--- config.mk ---
export PLATFORM = sky130hd
export DESIGN_NAME = pll_gain_sched
export DESIGN_NICKNAME = d
export VERILOG_FILES = /design/src/rtl/pll_gain_sched.sv
export SDC_FILE = /design/constraint.sdc
export NUM_CORES = 1
export LEC_CHECK = 0
export CAP_MARGIN = 20
export CORE_MARGIN = 2
export CORE_UTILIZATION = 43
export DETAILED_ROUTE_END_ITERATION = 8
export MAX_ROUTING_LAYER = met4
export PLACE_DENSITY = 0.77
export SYNTH_ARGS = -nofsm -noshare
export SYNTH_HDL_FRONTEND = slang
export SYNTH_SLANG_ARGS = --single-unit
--- constraint.sdc ---
create_clock -name sys_clk -period 3.1 [get_ports sys_clk]
set_clock_uncertainty 0.15 [all_clocks]
set_input_delay 0.775 -clock sys_clk [delete_from_list [all_inputs] [get_ports sys_clk]]
set_output_delay 0.775 -clock sys_clk [all_outputs]
set_load 0.1 [all_outputs]
--- src/rtl/pll_gain_sched.sv ---
// PLL loop-gain scheduler: climbs kp/ki shift gears on sustained lock, falls back to gear 0 on sustained unlock.
// Latency: gear, kp/ki and gear_change are registered one cycle after the deciding strobe. No backpressure.
module pll_gain_sched #(
    parameter int NUM_GEARS = 4,
    parameter int SHIFT_W   = 5,
    parameter int TMR_W     = 8,
    localparam int GEAR_W   = (NUM_GEARS > 2) ? $clog2(NUM_GEARS) : 1
) (
    input  logic                         sys_clk,
    input  logic                         rst_n,
    input  logic                         enable,
    input  logic                         sample_en,
    input  logic                         lock_in,
    input  logic                         force_acq,
    input  logic [NUM_GEARS*SHIFT_W-1:0] kp_table,
    input  logic [NUM_GEARS*SHIFT_W-1:0] ki_table,
    input  logic [TMR_W-1:0]             lock_dwell,
    input  logic [TMR_W-1:0]             unlock_dwell,
    output logic [SHIFT_W-1:0]           kp_shift,
    output logic [SHIFT_W-1:0]           ki_shift,
    output logic [GEAR_W-1:0]            gear,
    output logic [1:0]                   state,
    output logic                         gear_change
);

    typedef enum logic [1:0] {
        ST_ACQ   = 2'd0,
        ST_TRACK = 2'd1,
        ST_WAIT  = 2'd2
    } state_t;

    localparam logic [GEAR_W-1:0] TOP_GEAR = GEAR_W'(NUM_GEARS - 1);

    state_t              r_state;
    logic [GEAR_W-1:0]   r_gear;
    logic [TMR_W-1:0]    r_lock_cnt;
    logic [TMR_W-1:0]    r_unlock_cnt;
    logic                r_gear_change;
    logic [SHIFT_W-1:0]  r_kp;
    logic [SHIFT_W-1:0]  r_ki;

    state_t              w_state_nxt;
    logic [GEAR_W-1:0]   w_gear_nxt;
    logic [GEAR_W-1:0]   w_gear_inc;
    logic [TMR_W-1:0]    w_lock_nxt;
    logic [TMR_W-1:0]    w_unlock_nxt;
    logic                w_gc_nxt;
    logic [TMR_W-1:0]    w_lock_eff;
    logic [TMR_W-1:0]    w_unlock_eff;
    logic [TMR_W:0]      w_lock_inc;
    logic [TMR_W:0]      w_unlock_inc;
    logic [TMR_W-1:0]    w_lock_sat;
    logic [TMR_W-1:0]    w_unlock_sat;
    logic                w_lock_hit;
    logic                w_unlock_hit;
    logic                w_unlock_one;

    logic [SHIFT_W-1:0]  w_kp_arr [NUM_GEARS];
    logic [SHIFT_W-1:0]  w_ki_arr [NUM_GEARS];

    for (genvar g = 0; g < NUM_GEARS; g++) begin : g_unpack
        assign w_kp_arr[g] = kp_table[g*SHIFT_W +: SHIFT_W];
        assign w_ki_arr[g] = ki_table[g*SHIFT_W +: SHIFT_W];
    end

    // A zero dwell behaves as a single-strobe dwell.
    assign w_lock_eff   = (lock_dwell   == '0) ? TMR_W'(1) : lock_dwell;
    assign w_unlock_eff = (unlock_dwell == '0) ? TMR_W'(1) : unlock_dwell;

    assign w_lock_inc   = {1'b0, r_lock_cnt}   + {{TMR_W{1'b0}}, 1'b1};
    assign w_unlock_inc = {1'b0, r_unlock_cnt} + {{TMR_W{1'b0}}, 1'b1};
    assign w_lock_sat   = (&r_lock_cnt)   ? r_lock_cnt   : w_lock_inc[TMR_W-1:0];
    assign w_unlock_sat = (&r_unlock_cnt) ? r_unlock_cnt : w_unlock_inc[TMR_W-1:0];
    assign w_lock_hit   = (w_lock_inc   >= {1'b0, w_lock_eff});
    assign w_unlock_hit = (w_unlock_inc >= {1'b0, w_unlock_eff});
    assign w_unlock_one = (w_unlock_eff == TMR_W'(1));
    assign w_gear_inc   = r_gear + GEAR_W'(1);

    always_comb begin
        w_state_nxt  = r_state;
        w_gear_nxt   = r_gear;
        w_lock_nxt   = r_lock_cnt;
        w_unlock_nxt = r_unlock_cnt;
        w_gc_nxt     = 1'b0;
        if (force_acq) begin
            w_state_nxt  = ST_ACQ;
            w_gear_nxt   = '0;
            w_lock_nxt   = '0;
            w_unlock_nxt = '0;
            w_gc_nxt     = (r_gear != '0);
        end else if (enable && sample_en) begin
            case (r_state)
                ST_ACQ: begin
                    if (lock_in) begin
                        w_unlock_nxt = '0;
                        if (w_lock_hit && (r_gear != TOP_GEAR)) begin
                            w_lock_nxt = '0;
                            w_gear_nxt = w_gear_inc;
                            w_gc_nxt   = 1'b1;
                            if (w_gear_inc == TOP_GEAR) begin
                                w_state_nxt = ST_TRACK;
                            end
                        end else begin
                            w_lock_nxt = w_lock_sat;
                        end
                    end else begin
                        w_lock_nxt = '0;
                        if (w_unlock_hit) begin
                            w_unlock_nxt = '0;
                            w_gear_nxt   = '0;
                            w_gc_nxt     = (r_gear != '0);
                        end else begin
                            w_unlock_nxt = w_unlock_sat;
                        end
                    end
                end
                ST_TRACK: begin
                    if (!lock_in) begin
                        if (w_unlock_one) begin
                            w_state_nxt  = ST_ACQ;
                            w_gear_nxt   = '0;
                            w_lock_nxt   = '0;
                            w_unlock_nxt = '0;
                            w_gc_nxt     = 1'b1;
                        end else begin
                            w_state_nxt  = ST_WAIT;
                            w_unlock_nxt = TMR_W'(1);
                        end
                    end
                end
                ST_WAIT: begin
                    if (lock_in) begin
                        w_state_nxt  = ST_TRACK;
                        w_unlock_nxt = '0;
                    end else if (w_unlock_hit) begin
                        w_state_nxt  = ST_ACQ;
                        w_gear_nxt   = '0;
                        w_lock_nxt   = '0;
                        w_unlock_nxt = '0;
                        w_gc_nxt     = 1'b1;
                    end else begin
                        w_unlock_nxt = w_unlock_sat;
                    end
                end
                default: begin
                    w_state_nxt  = ST_ACQ;
                    w_gear_nxt   = '0;
                    w_lock_nxt   = '0;
                    w_unlock_nxt = '0;
                    w_gc_nxt     = (r_gear != '0);
                end
            endcase
        end
    end

    // kp/ki reload every cycle so table edits propagate even while the gear is steady.
    always_ff @(posedge sys_clk or negedge rst_n) begin
        if (!rst_n) begin
            r_state       <= ST_ACQ;
            r_gear        <= '0;
            r_lock_cnt    <= '0;
            r_unlock_cnt  <= '0;
            r_gear_change <= 1'b0;
            r_kp          <= '0;
            r_ki          <= '0;
        end else begin
            r_state       <= w_state_nxt;
            r_gear        <= w_gear_nxt;
            r_lock_cnt    <= w_lock_nxt;
            r_unlock_cnt  <= w_unlock_nxt;
            r_gear_change <= w_gc_nxt;
            r_kp          <= w_kp_arr[w_gear_nxt];
            r_ki          <= w_ki_arr[w_gear_nxt];
        end
    end

    assign kp_shift    = r_kp;
    assign ki_shift    = r_ki;
    assign gear        = r_gear;
    assign state       = r_state;
    assign gear_change = r_gear_change;

endmodule

# Word-level counts from Yosys, hierarchy flattened
# Cells that the tools add are included.
dict set report op_classes {
  n_eq_ne 15
  n_lt_le_gt_ge 3
  n_reduce_logical 13
  add_sub_neg 3
  bitwise_logic 1
  mux 55
}
# operator n
set op_table {}
lappend op_table {{2-to-1 mux 8 bit} 17}
lappend op_table {{2-to-1 mux 2 bit} 17}
lappend op_table {{case mux 8 bit (3 select lines)} 1}
lappend op_table {{inequality test 3 bit (second input constant)} 7}
lappend op_table {{binary-select mux 5 bit (select 2 bit)} 2}
lappend op_table {{2-to-1 mux 5 bit} 4}
lappend op_table {{adder 8 x 1 -> 9 bit (second input constant)} 2}
lappend op_table {{greater-or-equal comparator 9 x 8 -> 1 bit} 2}
lappend op_table {{zero test 8 bit} 2}
lappend op_table {{case mux 8 bit (2 select lines)} 1}
lappend op_table {{AND reduction 8 bit} 2}
lappend op_table {{case mux 2 bit (3 select lines)} 2}
lappend op_table {{AND reduction 6 bit} 2}
lappend op_table {{2-to-1 mux 1 bit} 10}
lappend op_table {{inequality test 5 bit (second input constant)} 2}
lappend op_table {{== test 8 x 1 -> 1 bit (second input constant)} 1}
lappend op_table {{== test 2 bit (second input constant)} 2}
lappend op_table {{inequality test 4 bit (second input constant)} 1}
lappend op_table {{nonzero test 2 bit} 2}
lappend op_table {{greater-or-equal comparator 3 bit (second input constant)} 1}
lappend op_table {{NOT 2 -> 3 bit} 1}
lappend op_table {{case mux 1 bit (3 select lines)} 1}
lappend op_table {{AND reduction 3 bit} 1}
lappend op_table {{adder 2 x 1 -> 2 bit (second input constant)} 1}
lappend op_table {{other kinds (5)} 6}
dict set report totals {
  word_cells 97
  inputBits 62
  ff_bits 31
}

# Longest topological paths before layout
# Gate-level depths: netlist (run 1).
dict set report depth {
  depth_word 13
  ltp_mapped 13
}

# Least setup slack after synthesis (run 1)
# No wires, ideal clock.
dict set report synth_path {
  kind {input to register}
  start {input port unlock_dwell[4]}
  end {register r_ki[0] (netlist: ki_shift[0])}
  setup_slack_ps -636
  setup_time_ps 126
  cell_stages 12
  path_buffers 1
  arrival_time_ps 3460
  path_cell_list {or4_1 > or4_1 > nand2b_1 > ha_1 > nor2b_1 > o21ai_1 > a221oi_2 > nand3b_2 > o221ai_4 > buf_12 > mux2i_1 > mux2i_1}
}
dict set report synth_between {
  elab_chain_len 12
  elab_cells_between_ends 16
}
# element line_no
set synth_lines {}
lappend synth_lines {{start: declaration} 18} ;# input logic [TMR_W-1:0] unlock_dwell,
lappend synth_lines {{zero test 8 bit} 68} ;# assign w_unlock_eff = (unlock_dwell == '0) ? TMR_W'(1) : unlock_dwell;
lappend synth_lines {{2-to-1 mux 8 bit *} 68}
lappend synth_lines {{greater-or-equal comparator 9 x 8 -> 1 bit / == test 8 x 1 -> 1 bit (equally long branches)} {75, 76}}
lappend synth_lines {{2-to-1 mux 2 bit (on tied branches)} {108, 135, 119}}
lappend synth_lines {{2-to-1 mux 2 bit (on tied branches)} {132, 118, 94}}
lappend synth_lines {{case mux 2 bit (3 select lines) *} 92} ;# case (r_state)
lappend synth_lines {{2-to-1 mux 2 bit *} 91} ;# end else if (enable && sample_en) begin
lappend synth_lines {{2-to-1 mux 2 bit *} 85} ;# if (force_acq) begin
lappend synth_lines {{NOT 2 -> 3 bit (not written as such) *} 173} ;# r_ki <= w_ki_arr[w_gear_nxt];
lappend synth_lines {{binary-select mux 5 bit (select 2 bit) *} 173}
lappend synth_lines {{2-to-1 mux 5 bit (not written as such) * (2 in series)} 173}
lappend synth_lines {{end signal: assignment} 173}
lappend synth_lines {{end: declaration} 40} ;# logic [SHIFT_W-1:0] r_ki;
# Mark *: on every way between the ends. The rest lies on a longest branch, timed or not. The select of a mux whose other input is x is not followed.
# A chain may end at the register's enable or synchronous reset.

# Worst setup path in the final report (run 1)
dict set report layout_path {
  start {input port unlock_dwell[4]}
  end {register r_kp[4] (netlist: kp_shift[4])}
}
dict set report layout_between {
  elab_chain_len 12
  elab_cells_between_ends 16
}
# element line_no
set layout_lines {}
lappend layout_lines {{zero test 8 bit} 68}
lappend layout_lines {{2-to-1 mux 8 bit *} 68}
lappend layout_lines {{greater-or-equal comparator 9 x 8 -> 1 bit / == test 8 x 1 -> 1 bit (equally long branches)} {75, 76}}
lappend layout_lines {{2-to-1 mux 2 bit (on tied branches)} {108, 135, 119}}
lappend layout_lines {{2-to-1 mux 2 bit (on tied branches)} {132, 118, 94}}
lappend layout_lines {{case mux 2 bit (3 select lines) *} 92}
lappend layout_lines {{2-to-1 mux 2 bit *} 91}
lappend layout_lines {{2-to-1 mux 2 bit *} 85}
lappend layout_lines {{NOT 2 -> 3 bit (not written as such) *} 172} ;# r_kp <= w_kp_arr[w_gear_nxt];
lappend layout_lines {{binary-select mux 5 bit (select 2 bit) *} 172}
lappend layout_lines {{2-to-1 mux 5 bit (not written as such) * (2 in series)} 172}
lappend layout_lines {{end signal: assignment} 172}
lappend layout_lines {{end: declaration} 39} ;# logic [SHIFT_W-1:0] r_kp;
# Marked as above.

==> results of run 1 <==
[metrics by stage]
| step | cell area [µm²] | power, µW | instances | utilization [%] | hold WS [ns] |
|---|---|---|---|---|---|
| 3_5_place_dp | 3583 | 731.3 | 447 | 64.29 | 0.3789 |
| 3_3_place_gp | 3583 | 725.2 | 447 | 64.29 | 0.3657 |
| 5_1_grt | 3896 | 1155 | 464 | 69.90 | 0.4237 |
| 2_1_floorplan | 2529 | 579.0 | 264 | - | 0.3294 |
| 4_1_cts | 3919 | 1107 | 467 | 70.30 | 0.3940 |
| 6_report | 3896 | 1102 | 464 | 69.90 | 0.4004 |
[critical path, stage by stage]
cell	delay [ns]
buf_6	0.09
or4_4	0.54
or4_4	0.43
nand2b_1	0.09
ha_1	0.22
nor2b_1	0.11
o21ai_1	0.09
a221oi_2	0.32
nand3b_2	0.16
o221ai_4	0.25
buf_6	0.17
buf_12	0.12
mux2i_1	0.17
mux2i_1	0.08
[power groups by stage]
stage	clock, µW	sequential (µW)	combinational [µW]
floorplan	0	493	86.1
global placement	0	431	295
detailed placement	0	431	300
CTS	368	423	315
global route	387	425	344
finish	360	424	318
[routing by layer]
layer | share of wire (%) | vias to the layer above
li1 | - | 1207
met4 | 0.83 | 0
met5 | 0 | -
met1 | 42 | 1149
met3 | 7.3 | 6
met2 | 50 | 94
[Yosys cell counts (all sizes together) (2+ instances only)]
| cell | number |
|---|---|
| a41o | 2 |
| or2 | 3 |
| o21ai | 22 |
| nand2b | 6 |
| xor2 | 4 |
| or4b | 2 |
| nand2 | 27 |
| nor3b | 3 |
| clkbuf | 5 |
| nor2 | 12 |
| nand3 | 12 |
| ha | 21 |
| and4 | 2 |
| dfrtp | 31 |
| o21a | 2 |
| and3 | 2 |
| mux2i | 31 |
| nor4b | 2 |
| a21o | 2 |
| inv | 19 |
| or4 | 3 |
| a21oi | 12 |
| o31ai | 6 |
| xnor2 | 8 |
| a211oi | 2 |
| nand3b | 2 |
| nor2b | 5 |
| buf | 3 |
[cells by family (layout without fill, tap and decap cells)]
group | count (synthesis) | after routing | share of synthesized area, %
buffers and inverters | 27 | 154 | 6.178
adder cells (fa/ha/maj) | 21 | 21 | 10.46
multiplexers | 32 | 32 | 12.81
XOR/XNOR | 12 | 12 | 4.185
AND/OR/NAND/NOR | 85 | 85 | 19.23
flip-flops | 31 | 31 | 30.89
AO/OA/AOI/OAI | 56 | 57 | 16.24
[final timing paths]
| check | slack, ns | start | endpoint |
|---|---|---|---|
| min in group asynchronous | 0.73 | rst_n | ki_shift[4]$_DFF_PN0_ |
| worst min register to register | 0.40 | r_lock_cnt[4]$_DFFE_PN0P_ | r_lock_cnt[4]$_DFFE_PN0P_ |
| worst max-delay path | -0.48 | unlock_dwell[4] | kp_shift[4]$_DFF_PN0_ |
| worst max register to register | -0.17 | r_lock_cnt[1]$_DFFE_PN0P_ | ki_shift[0]$_DFF_PN0_ |
| worst min-delay path | 0.40 | r_lock_cnt[4]$_DFFE_PN0P_ | r_lock_cnt[4]$_DFFE_PN0P_ |
| max in group asynchronous | 1.78 | rst_n | state[1]$_DFFE_PN0P_ |
[layout make-up]
cell class | count | area [µm²]
well taps | 72 | 90.09
repair buffers | 127 | 1164
inverters | 19 | 71.32
flip-flops and latches | 31 | 775.7
multi-input cells | 207 | 1692
fillers | 410 | 1678
clock buffers | 7 | 96.34
clock inverters | 1 | 7.507
[state kept, by name, summed over array words and instances (netlist names)]
register,count
gear,2
gear_change,1
ki_shift,5
kp_shift,5
r_lock_cnt,8
r_unlock_cnt,8
state,2
[repair_timing]
action                     4_1_cts  5_1_grt
pin swaps                       10       12
setup endpoints to repair       30       30
hold endpoints to repair         0        0
setup buffers                    7        2
cloned                           5        0
gates resized for setup         39       19
==> metrics.md, run 1 <==
| Metric | Value |
|---|---|
| RSZ-0062 raised after global routing | true |
| Synthesized area | about 0.0025 mm² |
| Max-Cap Viols | 0 |
| Post-synth EDFFs | 0 |
| TNS Setup | -11.42 ns |
| Chip Height | around 80 µm |
| Drt drc | 0 |
| Final Hold Viols | 0 |
| Largest vdd supply drop | around 0.23 mV |
| Largest net degree at the start of global routing | 32 |
| Pwr/cell area | ~280 mW/mm² |
| Vias in the first global route | 2532 |
| Clock Tree Buf Depth | 2 |
| Pre-CTS worst setup slack | -1.120 ns |
| Clock share of power | between 30 and 40% |
| Total GRT Usage | about 24% |
| ANT nets after route | 0 |
| First-pass GRT wire length | about 12000 µm |
| # diodes | 0 |
| Worst min path class | reg -> reg |
| Gate power share | 28.9% |
| H-tree level count | 2 |
| DR WL/cell | ~15 µm |
| CP required | between 3 and 4 ns |
| Yosys warnings | 0 |
| Via Count | approximately 2500 |
| Most frequent cells in the layout | clkdlybuf4s50_1 (57), buf_4 (57), dfrtp_1 (31) |
| Gr busiest metal | met2 |
| Total congestion overflow | 0 |
| Met3 Track Usage GR | under 10% |
| GPL Wtd Cong | ~0.9 |
| Worst Tran Pin Value | 0.5686 ns |
| F_max | about 280 MHz |
| CTS tree | yes |
| Failing checks | negative setup slack |
| Initial core utilization | 45.05% |
| Synth Instances | between 200 and 300 |
| Worst-path clk slew | 0.07 ns |
| Met2 Resource Use GR | about two fifths |
| Post-synthesis async set-or-reset flop share | 100.0% |
| Crit end category | flip-flop |
| Status | finished with violations |
| Leading area contributor after synthesis | dfrtp_1 |
| Worst Setup Start Kind | input port |
| Die X-Extent | between 80 and 90 µm |
| Final Worst Setup Slack | -0.4835 ns |
| I/O pin count | 77 |
| Worst Hold Depth | 2 |
| Number of hold buffers added after CTS | 0 |
| Post-synth cell types | 54 |
| DRT Pass-1 Iters | 6 |
| #FFs+latches synth | 31 |
| Min Tclk post-route | about 3.6 ns |
| PortBufs | 76 |
| Drt total wl | slightly below 7000 µm |
| Root buf cell | clkbuf_8 |
| Reg2reg path depth | 13 |
| Post-synth net total | ~350 |
| Area delta synth->final | 55.16% |
| Int Pwr | around 770 µW |
| Initial antenna violation count | 0 |
| CTS Buf Count | 5 |
| Site Rows | 27 |
| Layout cells sized above 1 | about 30% |
| Final nets | ~470 |
| Fin crit share | 115.6% |
| Crit path arrival time | about 3.6 ns |
| Crit-path max FO | 5 |
| Leak | 0.001840 µW |
| Core footprint | around 0.0056 mm² |
| Sw power | around 330 µW |
| Kind of critical path | in -> reg |
| Avg Cell Area, Syn | 9.512 µm² |
| Synth top area cells | dfrtp_1 (31%), mux2i_1 (12%), ha_1 (10%) |
| Relative slew slack | between 60% and 70% |
| Clk_lat worst skew | just under 0.3 ns |
| DP HPWL | between 5000 and 6000 µm |
| CTS sink count | 31 |
| Seq/Total Area, Yosys | 30.89% |
| Via density | roughly 5.3 |
| Grt met1 use | 28.62% |
| Setup violators final | 30 |
| Starting DRT DRC Count | roughly 150 |
| Top-area cell type share of the netlist area | between 30% and 40% |
| Die ar. | roughly 0.0065 mm² |
| Switching share of power | 29.90% |
| Synth Flop Type | dfrtp_1 |
| Slew Limit Fails | 0 |
| Sequential share of power | approximately two fifths |
Power figures use the tool's default switching activity.
==> inputs of run 2 (changes only) <==
--- a/config.mk
+++ b/config.mk
@@ -9,6 +9,7 @@
 export CORE_MARGIN = 2
 export CORE_UTILIZATION = 43
 export DETAILED_ROUTE_END_ITERATION = 8
+export GPL_TIMING_DRIVEN = 0
 export MAX_ROUTING_LAYER = met4
 export PLACE_DENSITY = 0.77
 export SYNTH_ARGS = -nofsm -noshare
==> run 2 against run 1 <==
Final cell count shrank 5.8%. Register-to-register slack lost 0.19 ns. Critical endpoint is now ki_shift[1]$_DFF_PN0_. Largest cell class unchanged. Clock power shrank 14%. Final area shrank 2.1%. Wire length shrank 7.6%. Global-route usage shrank 3.5 points. Non-clock buffer count shrank 26. Total power shrank 5.9%. The run still ends with negative setup slack left. Sequential power is essentially flat. Core utilization shrank 1.5 points.
==> metrics.md, run 2 (synthesis gave the netlist of run 1 again) <==
| Metric | Value |
|---|---|
| Status | finished with violations |
| Failing checks | negative setup slack |
| Total GRT Usage | between 20% and 30% |
| Vias in the first global route | between 2000 and 2500 |
| Crit path arrival time | about 3.8 ns |
| Worst Setup Start Kind | input port |
| Site Rows | 27 |
| Crit-path max FO | 5 |
| Largest net degree at the start of global routing | 32 |
| Number of hold buffers added after CTS | 0 |
| Setup violators final | 30 |
| H-tree level count | 2 |
| Via density | about 5.3 |
| Slew Limit Fails | 0 |
| Crit end category | flip-flop |
| Kind of critical path | in -> reg |
| Drt total wl | about 6300 µm |
| Filler cells | between 400 and 500 |
| Fin crit share | 120.8% |
| I/O pin count | 77 |
| WHS | 0.3767 ns |
| DR WL/cell | around 15 µm |
| Leak | ~0.0017 µW |
| Final Hold Viols | 0 |
| Initial core utilization | a little under half |
| Design area | approximately 0.0038 mm² |
| CTS tree | yes |
| Max incr delay on CP | ~0.57 ns |
| First-pass GRT wire length | roughly 9900 µm |
| Relative slew slack | 31.59% |
| Drt drc | 0 |
| DP HPWL | 4708 µm |
| Die ar. | about 0.0065 mm² |
| Die X-Extent | 80.42 µm |
| Biggest registers after layout | r_lock_cnt: 8 flops, r_unlock_cnt: 8 flops |
| Area delta synth->final | 51.87% |
| Pwr/cell area | around 270 mW/mm² |
| Starting DRT DRC Count | 123 |
| # diodes | 0 |
| Final Worst Setup Slack | -0.6459 ns |
| Min Tclk post-route | 3.746 ns |
| Max-Cap Viols | 0 |
| CTS Buf Count | 5 |
| DRT Pass-1 Iters | 4 |
| PortBufs | between 70 and 80 |
| Leading cell type in the layout, fill and taps excluded | clkdlybuf4s50_1 |
| Max stage delay cell, worst path | or4_4 |
| Root buf cell | clkbuf_8 |
| Multi-input gate area | ~0.0018 mm² |
| Largest vdd supply drop | approximately 0.19 mV |
| Clock Tree Buf Depth | 2 |
| Chip Height | 80.42 µm |
| Clk_lat worst skew | 0.29 ns |
| Critical path origin | unlock_dwell[5] |
| F_max | between 200 and 300 MHz |
| Via Count | 2332 |
| RSZ-0062 raised after global routing | true |
| Worst-path clk slew | 0.06 ns |
| Tot Pwr | approximately 1000 µW |
| CTS sink count | 31 |
| Most frequent cells in the layout | clkdlybuf4s50_1 (71), dfrtp_1 (30), mux2i_1 (25) |
| Worst Tran Pin Value | around 1.0 ns |
| ANT nets after route | 0 |
| Layout cells sized above 1 | around a fifth |
| CP required | just over 3 ns |
| CP cell instances | buf_6 -> or4_4 -> or4_4 -> nand2b_4 -> ha_4 -> nor2b_4 -> o21ai_2 -> a221oi_4 -> nand3b_4 -> o221ai_4 -> buf_12 -> buf_12 -> mux2i_2 -> mux2i_2 |
| GPL Wtd Cong | slightly above 0.8 |
| Post-placement cell area | around 0.0034 mm² |
| TNS Setup | -13.27 ns |
| Sequential Area | roughly 780 µm² |
| Final nets | between 400 and 500 |
| Initial antenna violation count | 0 |
| Worst R2R Start | r_unlock_cnt[0]$_DFFE_PN0P_ |
| Worst min path class | in -> async |
| Total congestion overflow | 0 |
| Core footprint | 0.005574 mm² |
run 2: changes by cell type in the layout (fill, tap and decap cells not counted), moves of 3 or more:
cell / before / now
buf_4: 57 / 13
clkdlybuf4s50_1: 57 / 71
o21ai_1: 6 / 14
o21ai_2: 10 / 2
buf_6: 10 / 3
clkbuf_1: 0 / 5
mux2i_1: 30 / 25
buf_12: 1 / 4
mux2i_2: 1 / 4
nand2_1: 21 / 24
nand2_2: 6 / 3
run 2: layout make-up:
cell class                 instances  area share (%)
clock inverter                     1          0.1312
inverter                          19           1.870
clock buffer                       7           2.001
multi-input combinational        206           46.13
timing repair buffer              93           24.51
sequential                        31           20.37
buffer                             8           2.625
tap                               72           2.362
run 2: worst max-delay path, delay by kind of cell:
kind	cells	cell delay (ns)
AND/OR/NAND/NOR	5	1.45
AO/OA/AOI/OAI	3	0.64
buffers and inverters	3	0.35
multiplexers	2	0.34
adder cells (fa/ha/maj)	1	0.20
run 2: through the flow:
| stage | setup slack [ns] | std cells | util [%] |
|---|---|---|---|
| floorplan | -0.5927 | 264 | - |
| global placement | -1.428 | 412 | 60.63 |
| detailed placement | -1.513 | 412 | 60.54 |
| CTS | -0.7411 | 430 | 65.14 |
| global route | -0.7474 | 437 | 68.42 |
| finish | -0.6459 | 437 | 68.42 |
run 2: path summary, 6_finish.rpt:
check | to | slack (ns) | depth (start not counted)
min | ki_shift[4]$_DFF_PN0_ | 0.38 | 1
max reg2reg | ki_shift[1]$_DFF_PN0_ | -0.36 | 13
max in group asynchronous | r_lock_cnt[2]$_DFFE_PN0P_ | 1.92 | 1
min reg2reg | r_lock_cnt[7]$_DFFE_PN0P_ | 0.38 | 2
max | ki_shift[1]$_DFF_PN0_ | -0.65 | 14
min in group sys_clk | r_lock_cnt[7]$_DFFE_PN0P_ | 0.38 | 2
run 2: timing repair:
| item | CTS | global route |
|---|---|---|
| pin swaps | 11 | 11 |
| setup endpoints to repair | 30 | 31 |
| gates cloned | 2 | 1 |
| setup buffers | 8 | 7 |
| resized for setup | 30 | 29 |
run 2: metal layers:
| layer | part of all wire, % | track usage, % | vias to the layer above |
|---|---|---|---|
| met4 | 1.9 | 6.949 | 0 |
| met3 | 7.2 | 5.506 | 16 |
| li1 | - | - | 1153 |
| met1 | 41 | 24.19 | 1063 |
| met5 | 0 | - | - |
| met2 | 49 | 34.33 | 100 |
run 2: power by group:
group / switching, µW / total (µW) / internal (µW) / leakage (µW)
registers: 9.63 / 426 / 417 / 0.000406
logic: 160 / 302 / 142 / 0.00124
clock network: 152 / 309 / 157 / 0.0000422
total: 321 / 1040 / 716 / 0.00168
==> RTL edit 1: new RTL, flow settings as in run 2 <==
`TMR_W`: 8 -> 10.
--- a/src/rtl/pll_gain_sched.sv
+++ b/src/rtl/pll_gain_sched.sv
@@ -3,7 +3,7 @@
 module pll_gain_sched #(
     parameter int NUM_GEARS = 4,
     parameter int SHIFT_W   = 5,
-    parameter int TMR_W     = 8,
+    parameter int TMR_W     = 10,
     localparam int GEAR_W   = (NUM_GEARS > 2) ? $clog2(NUM_GEARS) : 1
 ) (
     input  logic                         sys_clk,
Ports: changed (resized lock_dwell and unlock_dwell); port bits go from 77 to 81. No check against the original RTL was run, so the function may have changed too.
==> RTL edit 1 against run 2 <==
- the flow still finishes with violations (negative setup slack)
- cell count up 15%
- sequential cell count up 4
- worst setup slack better by 0.20 ns
- sequential share of layout area down 0.20 points
- die area up 8.1%
- design area up 15%
- register-to-register slack worse by 0.09 ns
- sequential power up 12%
- area after synthesis up 8.6%
- highest routed layer unchanged
- total power up 7.3%
- routed wire length up 26%
==> RTL edit 1: results (changes against run 2) <==
[outcome]
status = finished with violations
failed_checks = negative setup slack

[sta]
tns_ns = -6.18  ; +7.09 ns
setup_slack_ns = -0.450  ; +0.196 ns
slew_headroom = 0.321  ; +0.00460
whs_ns = 0.393  ; +0.0166 ns
setup_viol_count_final = 23  ; -23%

[logic_synthesis]
synthTopCellsByCount = 35 x dfrtp_1, 30 x mux2i_1, 27 x inv_1, 27 x o21ai_0, 26 x nand2_1
synth.distinct_cells = 46  ; -15%
syn_inst = 301  ; +14%
seq_area_frac_synth = 0.321  ; +0.0123
syn-num-nets = 392  ; +13%

[setup_path]
cp-start-kind = flip-flop
cp_data_arrival_time_ns = 3.58  ; -0.18 ns
reg2reg_from = r_lock_cnt[0]$_DFFE_PN0P_

[worst_hold_path]
worst_hold_path_type = reg -> reg

[place]
dpl_cell_area_um2 = 3650  ; +8.2%
globalplace.congestion = 0.779  ; -5.5%
place_ws_ns = -1.01  ; +0.499 ns
port_buffers = 80  ; +5.3%
dp_cells = 458  ; +11%

[clock_network]
clk_pin_slew_worst_paths_ns = 0.08  ; +0.02 ns

[route]
wl_um = 7990  ; +26%
drtIter0Drc = 193  ; +57%
viasPerCell = 5.46  ; +2.3%
wl_per_cell_um = 15.9  ; +9.3%

[power]
p_leak_nw = 1.93  ; +15%
ir_worst_vdd_mv = 0.164  ; -14%

[layout]
top_regs = r_lock_cnt (10), r_unlock_cnt (10)
final_nets = 516  ; +15%
layout-drive-gt1-share = 0.289  ; +0.0750

[global_route]
grt_first_pass_wirelength_um = 12000  ; +21%
grtUsageTotal = 0.218  ; +0.0113

[RTL edit 1: cells by family after synthesis]
logic type / share of synthesized area
muxes: 0.114
and+or+nand+nor: 0.182
xor gates and xnor gates: 0.0514
AOI/OAI and AO/OA: 0.156
DFF: 0.321
buffers and inverters: 0.0606
adders and majority gates: 0.115
[RTL edit 1: cell type report]
cell class	instances	area, um^2
clock inverter	1	5.00
sequential	35	883
tap	77	96.3
inverter	27	105
multi-input combinational	231	2000
buffer	6	66.3
fill	465	1860
clock buffer	7	76.3
timing repair buffer	119	1140
[RTL edit 1: power breakdown]
| part | internal, mW | switching, mW | leakage (nW) |
|---|---|---|---|
| registers | 0.468 | 0.0101 | 0.453 |
| clock network | 0.158 | 0.177 | 0.0422 |
| logic | 0.140 | 0.160 | 1.44 |
| total | 0.766 | 0.347 | 1.93 |
[RTL edit 1: critical path, cell delays in order, from the launching register on]
cell	delay, ns
dfrtp_2	0.43
ha_4	0.15
and4_4	0.25
nand4_4	0.12
xnor2_2	0.15
ha_1	0.32
a21o_1	0.17
a21oi_2	0.14
o21ai_2	0.09
a221oi_2	0.32
a211oi_2	0.15
o31ai_4	0.30
buf_6	0.16
buf_12	0.11
buf_12	0.11
mux2i_1	0.19
mux2i_1	0.10
[RTL edit 1: repair_timing]
action,CTS,global route
gates cloned,2,1
pin swaps,24,33
setup endpoints to repair,33,34
buffers inserted,21,16
resized for setup,62,70
[RTL edit 1: routing by layer]
| layer | vias up | wire length, um | global-route usage |
|---|---|---|---|
| met3 | 15 | 445 | 0.0425 |
| met2 | 95 | 4250 | 0.389 |
| met5 | - | 0 | - |
| met4 | 0 | 132 | 0.0601 |
| li1 | 1325 | - | - |
| met1 | 1312 | 3160 | 0.248 |
==> RTL edit 2: new RTL, config.mk and constraints of run 2 <==
Made on the original files. Take the reset off `r_kp` and `r_ki` and load them in a clocked block of their own.
--- a/src/rtl/pll_gain_sched.sv
+++ b/src/rtl/pll_gain_sched.sv
@@ -161,17 +161,18 @@
             r_lock_cnt    <= '0;
             r_unlock_cnt  <= '0;
             r_gear_change <= 1'b0;
-            r_kp          <= '0;
-            r_ki          <= '0;
         end else begin
             r_state       <= w_state_nxt;
             r_gear        <= w_gear_nxt;
             r_lock_cnt    <= w_lock_nxt;
             r_unlock_cnt  <= w_unlock_nxt;
             r_gear_change <= w_gc_nxt;
-            r_kp          <= w_kp_arr[w_gear_nxt];
-            r_ki          <= w_ki_arr[w_gear_nxt];
         end
+    end
+
+    always_ff @(posedge sys_clk) begin
+        r_kp <= w_kp_arr[w_gear_nxt];
+        r_ki <= w_ki_arr[w_gear_nxt];
     end
 
     assign kp_shift    = r_kp;
Formal check against the unedited RTL: not equivalent (a bounded check fails within 4 cycles, from zero or initial values and one cycle with rst_n low).
==> RTL edit 2 against run 2 <==
- the run still ends with negative setup slack left
- sequential cell count unchanged
- area after synthesis down 2.0%
- sequential share of layout area down 0.96 points
- routed wire length down 1.7%
- global-route usage up 0.33 points
- hold slack better by 0.0072 ns
- total power up 1.3%
- combinational power down 2%
- via count about the same
- design area down 2.0%
- largest power group unchanged
- worst setup slack better by 0.089 ns
- register-to-register slack better by 0.10 ns
==> RTL edit 2: results (changes against run 2) <==
[outcome]
status = finished with violations
failed_checks = negative setup slack

[route]
wl_met3_um = 454  ; -1.3%
met1_length_um = 2560  ; -2.5%
wl_um = 6240  ; -1.7%
viasPerCell = 5.38  ; +0.73%
vias = 2333  ; +0.043%
drtIter0Drc = 119  ; -3.3%
dr_wl_met2_um = 3120  ; -0.57%

[setup_path]
r2r_setup_slack_ns = -0.26  ; +0.10 ns
max_stage_delay_ns = 0.54  ; -0.03 ns
path_delay_family = simple AND/OR/NAND/NOR gates
worstReg2RegEnd = kp_shift[0]$_DFF_P_

[global_route]
met1_usage = 0.232  ; -0.00970
grtUsageTotal = 0.210  ; +0.00329
met3_usage = 0.0633  ; +0.00829
gr-usage-met2 = 0.359  ; +0.0155
grt_first_pass_wirelength_um = 10100  ; +1.5%

[place]
dpl.hpwl_um = 4620  ; -1.9%
globalplace.congestion = 0.842  ; +2.1%
place_ws_ns = -1.48  ; +0.0355 ns
dpl_cell_area_um2 = 3330  ; -1.3%

[logic_synthesis]
synthMuxAreaShare = 0.131  ; +0.00260
synth_compound_area_frac = 0.166  ; +0.00330
synth_xor_area_frac = 0.0427  ; +0.000851
synth-adder-area-share = 0.107  ; +0.00213
async_flop_share = 0.677  ; -0.323
synth.distinct_cells = 55  ; +1.9%
seq_area_frac_synth = 0.295  ; -0.0141
synthTopCellsByCount = 31 x mux2i_1, 27 x nand2_1, 21 x dfrtp_1, 21 x ha_1, 18 x inv_1

[sta]
setup_viol_count_final = 30  ; unchanged
slew_headroom = 0.330  ; +0.0144
tns_ns = -11.71  ; +1.56 ns
setup_slack_ns = -0.557  ; +0.0891 ns

[layout]
top_regs = r_lock_cnt (8), r_unlock_cnt (8)
multiInputGateArea_um2 = 1680  ; -4.7%
signal_buffers = 98  ; -3.0%
layout-drive-gt1-share = 0.174  ; -0.0397
buf_share = 0.290  ; +0.0183
final_nets = 444  ; -0.67%
n_fill_cell = 445  ; +1.1%
seqCellArea_um2 = 726  ; -6.6%
finish.utilization = 0.679  ; -0.00547
num-multi-input-gates = 206  ; unchanged
fin_area_um2 = 3740  ; -2.0%

[power]
p_int_uw = 737  ; +3.0%
p_clk_frac = 0.316  ; +0.018
seq_power_share = 0.403  ; -0.008
ir_worst_vdd_mv = 0.215  ; +12%

[worst_hold_path]
worst_hold_path_type = reg -> reg

## RTL edit 2: changes by cell type in the layout (fill, tap and decap cells not counted), moves of 3 or more
cell,change
dfxtp_1,+10
dfrtp_1,-9
buf_4,-8
mux2i_1,+6
mux2i_2,-4
nand2_1,+3
nand2_2,-3
## RTL edit 2: worst min path at each step
stage	startpoint	end	slack (ns)	cells after the start
floorplan	rst_n	gear[0]$_DFF_PN0_	0.33	0
global placement	r_unlock_cnt[7]$_DFFE_PN0P_	r_unlock_cnt[7]$_DFFE_PN0P_	0.36	2
detailed placement	r_unlock_cnt[7]$_DFFE_PN0P_	r_unlock_cnt[7]$_DFFE_PN0P_	0.37	2
CTS	r_unlock_cnt[7]$_DFFE_PN0P_	r_unlock_cnt[7]$_DFFE_PN0P_	0.39	2
global route	r_lock_cnt[6]$_DFFE_PN0P_	r_lock_cnt[6]$_DFFE_PN0P_	0.42	1
finish	r_unlock_cnt[7]$_DFFE_PN0P_	r_unlock_cnt[7]$_DFFE_PN0P_	0.38	2
